===== src/rtl/lfsr_pkg.sv =====
// Shared definitions for the LFSR stepping engine.
//   TAP_DEFAULTS  : the eight power-on tap patterns (8-bit source values)
//   lfsr_state_t  : control FSM encoding
//   tap_default() : default pattern for a table entry, zero-extended
//   lfsr_next()   : one LFSR step on a right-aligned state of up to LFSR_MAX_W bits
package lfsr_pkg;

  // Widest LFSR the shared step function can represent.
  localparam int unsigned LFSR_MAX_W    = 32;
  localparam int unsigned TAP_DEFAULT_N = 8;

  localparam logic [7:0] TAP_DEFAULTS [TAP_DEFAULT_N] = '{
    8'h60, 8'h48, 8'h78, 8'h72, 8'h6A, 8'h69, 8'h5C, 8'h7E
  };

  typedef enum logic {
    IDLE = 1'b0,
    RUN  = 1'b1
  } lfsr_state_t;

  // Entries beyond the default list reset to zero; callers truncate or
  // keep the zero-extension by casting to their own width.
  function automatic logic [LFSR_MAX_W-1:0] tap_default(input int unsigned idx);
    logic [LFSR_MAX_W-1:0] r;
    r = '0;
    if (idx < TAP_DEFAULT_N) r = LFSR_MAX_W'(TAP_DEFAULTS[idx[2:0]]);
    return r;
  endfunction

  // Shift left, feed back the parity of the tapped bits, keep `width` bits.
  function automatic logic [LFSR_MAX_W-1:0] lfsr_next(
    input logic [LFSR_MAX_W-1:0] state,
    input logic [LFSR_MAX_W-1:0] tap,
    input int unsigned           width
  );
    logic                  fb;
    logic [LFSR_MAX_W-1:0] mask;
    fb   = ^(state & tap);
    mask = (width >= LFSR_MAX_W) ? '1 : ((LFSR_MAX_W'(1) << width) - LFSR_MAX_W'(1));
    return ((state << 1) | LFSR_MAX_W'(fb)) & mask;
  endfunction

endpackage


===== src/rtl/lfsr_tap_table.sv =====
// Writable tap-pattern table.
//   clk, rst         : clock, synchronous active-high reset (restores defaults)
//   wr_en/idx/data   : synchronous write port
//   rd_idx / rd_data : combinational read port (returns pre-write contents)
module lfsr_tap_table
  import lfsr_pkg::*;
#(
  parameter int WIDTH = 7,
  parameter int DEPTH = 8
) (
  input  logic                     clk,
  input  logic                     rst,
  input  logic                     wr_en,
  input  logic [$clog2(DEPTH)-1:0] wr_idx,
  input  logic [WIDTH-1:0]         wr_data,
  input  logic [$clog2(DEPTH)-1:0] rd_idx,
  output logic [WIDTH-1:0]         rd_data
);

  logic [WIDTH-1:0] mem_q [DEPTH];
  logic [WIDTH-1:0] mem_d [DEPTH];

  always_comb begin
    mem_d = mem_q;
    if (wr_en) mem_d[wr_idx] = wr_data;
  end

  always_ff @(posedge clk) begin
    if (rst) begin
      for (int unsigned i = 0; i < DEPTH; i++) mem_q[i] <= WIDTH'(tap_default(i));
    end else begin
      mem_q <= mem_d;
    end
  end

  assign rd_data = mem_q[rd_idx];

endmodule


===== src/rtl/lfsr_engine.sv =====
// Programmable LFSR stepping engine: tap table + burst/single-step LFSR.
//   Clk, Reset           : clock, synchronous active-high reset
//   TapWrEn/Idx/Data     : tap table write port
//   Start/StartIdx/Seed/Count : load seed, latch tap entry, run Count steps
//   Advance              : single step while idle
//   Busy, Done           : burst in progress / one-cycle completion pulse
//   State, Tap, Zero     : LFSR register, latched tap, lock-up flag
// WIDTH must not exceed lfsr_pkg::LFSR_MAX_W.
module lfsr_engine
  import lfsr_pkg::*;
#(
  parameter int WIDTH = 7,
  parameter int DEPTH = 8,
  parameter int CNTW  = 8
) (
  input  logic                     Clk,
  input  logic                     Reset,
  input  logic                     TapWrEn,
  input  logic [$clog2(DEPTH)-1:0] TapWrIdx,
  input  logic [WIDTH-1:0]         TapWrData,
  input  logic                     Start,
  input  logic [$clog2(DEPTH)-1:0] StartIdx,
  input  logic [WIDTH-1:0]         Seed,
  input  logic [CNTW-1:0]          Count,
  input  logic                     Advance,
  output logic                     Busy,
  output logic                     Done,
  output logic [WIDTH-1:0]         State,
  output logic [WIDTH-1:0]         Tap,
  output logic                     Zero
);

  lfsr_state_t      fsm_q,  fsm_d;
  logic [WIDTH-1:0] lfsr_q, lfsr_d;
  logic [WIDTH-1:0] tap_q,  tap_d;
  logic [CNTW-1:0]  cnt_q,  cnt_d;
  logic             done_q, done_d;
  logic [WIDTH-1:0] rd_tap;
  logic [WIDTH-1:0] lfsr_step;

  lfsr_tap_table #(
    .WIDTH (WIDTH),
    .DEPTH (DEPTH)
  ) u_table (
    .clk     (Clk),
    .rst     (Reset),
    .wr_en   (TapWrEn),
    .wr_idx  (TapWrIdx),
    .wr_data (TapWrData),
    .rd_idx  (StartIdx),
    .rd_data (rd_tap)
  );

  assign lfsr_step = WIDTH'(lfsr_next(LFSR_MAX_W'(lfsr_q), LFSR_MAX_W'(tap_q), WIDTH));

  always_comb begin
    fsm_d  = fsm_q;
    lfsr_d = lfsr_q;
    tap_d  = tap_q;
    cnt_d  = cnt_q;
    done_d = 1'b0;
    unique case (fsm_q)
      IDLE: begin
        // Start outranks Advance; rd_tap is the table before any same-cycle write.
        if (Start) begin
          tap_d  = rd_tap;
          lfsr_d = Seed;
          cnt_d  = Count;
          if (Count != '0) fsm_d  = RUN;
          else             done_d = 1'b1;
        end else if (Advance) begin
          lfsr_d = lfsr_step;
        end
      end
      RUN: begin
        lfsr_d = lfsr_step;
        cnt_d  = cnt_q - CNTW'(1);
        if (cnt_q == CNTW'(1)) begin
          fsm_d  = IDLE;
          done_d = 1'b1;
        end
      end
      default: fsm_d = IDLE;
    endcase
  end

  always_ff @(posedge Clk) begin
    if (Reset) begin
      fsm_q  <= IDLE;
      lfsr_q <= '0;
      tap_q  <= WIDTH'(tap_default(0));
      cnt_q  <= '0;
      done_q <= 1'b0;
    end else begin
      fsm_q  <= fsm_d;
      lfsr_q <= lfsr_d;
      tap_q  <= tap_d;
      cnt_q  <= cnt_d;
      done_q <= done_d;
    end
  end

  assign Busy  = (fsm_q == RUN);
  assign Done  = done_q;
  assign State = lfsr_q;
  assign Tap   = tap_q;
  assign Zero  = (lfsr_q == '0);

endmodule


===== config.mk =====
export PLATFORM = sky130hd
export DESIGN_NAME = lfsr_engine
export DESIGN_NICKNAME = d
export VERILOG_FILES = /design/src/rtl/lfsr_pkg.sv /design/src/rtl/lfsr_tap_table.sv /design/src/rtl/lfsr_engine.sv
export SDC_FILE = /design/constraint.sdc
export NUM_CORES = 1
export LEC_CHECK = 0
export ABC_AREA = 1
export CELL_PAD_IN_SITES_DETAIL_PLACEMENT = 0
export CELL_PAD_IN_SITES_GLOBAL_PLACEMENT = 2
export CORE_AREA = 3 3 114 116
export CTS_CLUSTER_DIAMETER = 200
export DETAILED_ROUTE_END_ITERATION = 10
export DIE_AREA = 0 0 117 119
export DONT_BUFFER_PORTS = 1
export MAX_ROUTING_LAYER = met4
export PLACE_DENSITY_LB_ADDON = 0.15
export SLEW_MARGIN = 20
export SYNTH_ARGS = -nofsm -noshare
export SYNTH_HDL_FRONTEND = slang
export SYNTH_HIERARCHICAL = 1
export SYNTH_SLANG_ARGS = --single-unit

===== constraint.sdc =====
create_clock -name Clk -period 1.48 [get_ports Clk]
set_clock_uncertainty 0.15 [all_clocks]
set_input_delay 0.148 -clock Clk [delete_from_list [all_inputs] [get_ports Clk]]
set_output_delay 0.148 -clock Clk [all_outputs]
set_load 0.01 [all_outputs]

==> out/metrics.yaml <==
drcViolationCount: 0
nFillCells: 1296
min_path_type: "input pin to register"
synthSimpleGateAreaFrac_pct: 37.0
ys_seq_area_share_pct: 39.0
status: "finished, violations left"
dpl_cell_area_um2: 4340
synth_compound_area_share_pct: 9.62
area_growth_pct: 22.3
clock-sinks: 80
yosys-top-cells-area: "dfxtp_1, nand2_1, nand3_1"
grt_use_total_pct: 18.1
path_clk_slew_ns: 0.06
worstPathMaxFanout: 3
first_pass_iters: 4
synth_mux_area_share_pct: 0.487
synth.distinct_cells: 30
r2r_cells: 6
synth_warnings: 6
grt_pass1_wl_um: 18700
worstMarginPinSlew_ns: 0.659
startpoint_type: "register"
critPathRequiredTime_ns: 1.18
cts_root_buf: "clkbuf_16"
worst_skew_pair.late_latency_ns: 0.34
hpwl_um: 8150
critPathSlowestCell: "dfxtp_2"
die-area_um2: 13900
design_area_um2: 5020
regToRegStartpoint: "Busy"
maxCapViolCount: 0
fin_crit_sh_pct: 105
fin_setup_tns_ns: -0.0766
syn-num-nets: 675
rr_endpoint: "State[0]"
cp.depth: 5
path_class: "register to primary output"
fp-row-count: 40
drtAntennaViolNets: 0
cp.arrival_ns: 1.26
synth_top_family_by_area: "simple AND/OR/NAND/NOR gates"
syn_inst: 640
wirelength_um: 12000
grt_pass1_vias: 3488
hold_start: "Reset"
rsz0062_at_grt: "yes"
fin_crit_ns: 1.56
finalMaxSlewViolations: 0
grt_start_max_net_pins: 51
powerDensity_nw_per_um2: 1120
critPathMaxStageDelay_ns: 0.33
die_y_um: 119
core-area_um2: 12000
drive_gt1_share_pct: 12.4
hold-path-cell-count: 3
cp-endpoint: "Zero"
drt_iter0_markers: 261
yosys.area_share.xor_xnor_pct: 0.639
place_congestion: 0.812
hold_violations: 0
rrSetupSlack_ns: 0.11
h-tree-depth: 3
die_w_um: 117
violations: "negative setup slack"
port_buffers: 0
synthAdderAreaFrac_pct: 0.609
routed_via_density: 4.66
start_util_pct: 34.2
critical_path.startpoint: "State[3]"
cts_buffers: 9
yosys.area.top_type: "dfxtp_1"
ir_drop_uv: 544
cp_top_family: "flip-flops"
slew_headroom_pct: 55.9
cp_cell_sequence: "buf_6 -> inv_2 -> nand4_1 -> nor4_2 -> buf_4"
p_leak_nw: 2.59
fin_nets: 716
fmaxAchievable_mhz: 642
crit_path_end_kind: "primary output"
wl_per_cell_um: 14.4
io_pins: 50
postCtsSetupRepairBufs: 0
cts_tree: "done"
syn_avg_cell_area_um2: 6.42
setup_viol: 1
crit_buf_inv: 3
clk_path_buf_depth: 2
synth_top_area_share_pct: 39.0
ys_ff_latch: 80
setup_ws_ns: -0.0766
antenna_found_initial: 3
dr_total_vias: 3894
synthesis.area_um2: 4110
grt_overflow: 0
routing by layer:
layer	up-vias	routed length (µm)	GRT usage, %
met1	1735	5940	24.0
met3	7	570	3.71
met2	72	5410	26.9
met4	0	127	6.95
li1	2080	-	-
met5	-	0	-
repair_timing:
| item | 4_1_cts | 5_1_grt |
|---|---|---|
| pin swaps | 0 | 3 |
| gates resized for setup | 9 | 14 |
| endpoints found under the hold margin | 80 | 0 |
| endpoints found under the setup margin | 4 | 17 |
| hold buffers | 30 | 0 |
| gates cloned | 1 | 0 |
worst register-to-register path: cells and delay by family, from the launching register on:
family,cells,cell delay [ns]
flip-flops,1,0.38
AND/OR/NAND/NOR,3,0.36
buffers and inverters,2,0.28
AO/OA/AOI/OAI,1,0.05
flip-flops by register name, indices dropped and copies added, names as in the netlist:
name,flops
Busy,1
Done,1
State,7
Tap,7
cnt_q,8
u_table/mem_q,56
metrics by stage:
stage | total power, mW | setup slack [ns] | std cells | utilization [%] | hold slack (ns)
global route | 5.90 | -0.150 | 836 | 41.8 | 0.0182
floorplan | 2.95 | 0.137 | 640 | - | 0.0977
CTS | 5.67 | -0.108 | 833 | 41.5 | 0.00341
global placement | 3.14 | 0.0458 | 786 | 36.1 | 0.0739
detailed placement | 3.15 | 0.0242 | 786 | 36.1 | 0.0748
finish | 5.61 | -0.0766 | 836 | 41.8 | 0.0134
worst min-delay path by stage:
stage | endpoint | slack (ns)
6_report | u_table/mem_q[55] | 0.01
3_5_place_dp | Done | 0.07
5_1_grt | u_table/mem_q[55] | 0.02
4_1_cts | u_table/mem_q[54] | 0.003
2_1_floorplan | u_table/mem_q[1] | 0.1
3_3_place_gp | State[0] | 0.07
cell type report:
cell class	instances	area, µm²	share of cell area (%)
flip-flops and latches	80	1610	32.1
repair inverters	1	7.51	0.149
clock buffers	14	284	5.65
inverters	102	397	7.89
repair buffers	50	485	9.66
well taps	147	184	3.66
diodes	3	7.51	0.149
multi-input cells	437	2010	40.1
clock inverters	2	35.0	0.697
report_power, final:
part | internal, mW | leakage (nW) | switching, mW | total [mW]
Combinational | 0.357 | 1.77 | 0.531 | 0.889
Sequential | 2.28 | 0.657 | 0.0790 | 2.35
Clock | 1.49 | 0.159 | 0.875 | 2.36
Total | 4.12 | 2.59 | 1.49 | 5.61
cells in the final DEF (no fill, tap or decap), types with 3 or more instances in the layout:
cell,Yosys,routed
dlygate4sd3_1,0,29
o21ai_0,34,34
nor2_1,70,69
nor2_4,5,5
nand2_4,6,6
a31oi_1,4,4
clkinv_2,6,7
nand2_1,196,196
a21oi_1,18,18
inv_2,10,13
nand3_1,65,65
o21ai_1,16,16
nand2_2,4,4
inv_1,86,81
clkbuf_8,0,4
buf_4,4,16
clkbuf_16,0,9
dfxtp_1,80,72
diode_2,0,3
dfxtp_2,0,8
synth_stat cells:
master and count:
a21oi_1 18, a31oi_1 4, and3_1 1, buf_2 8, buf_4 4, buf_6 2
buf_8 1, clkbuf_1 6, clkinv_2 6, dfxtp_1 80, ha_1 2, inv_1 86
inv_2 10, mux2i_1 2, nand2_1 196, nand2_2 4, nand2_4 6, nand3_1 65
nand4_1 2, nor2_1 70, nor2_2 1, nor2_4 5, nor3_1 2, nor4_1 2
o21ai_0 34, o21ai_1 16, o221ai_1 2, o22ai_1 2, xnor2_1 1, xor2_1 2
kinds of logic after synthesis:
group / after synthesis
buffers and inverters: 123
flip-flops: 80
multiplexers: 2
XOR/XNOR: 3
AO/OA/AOI/OAI: 76
adder cells (fa/ha/maj): 2
AND/OR/NAND/NOR: 354
Power figures use the tool's default switching activity.
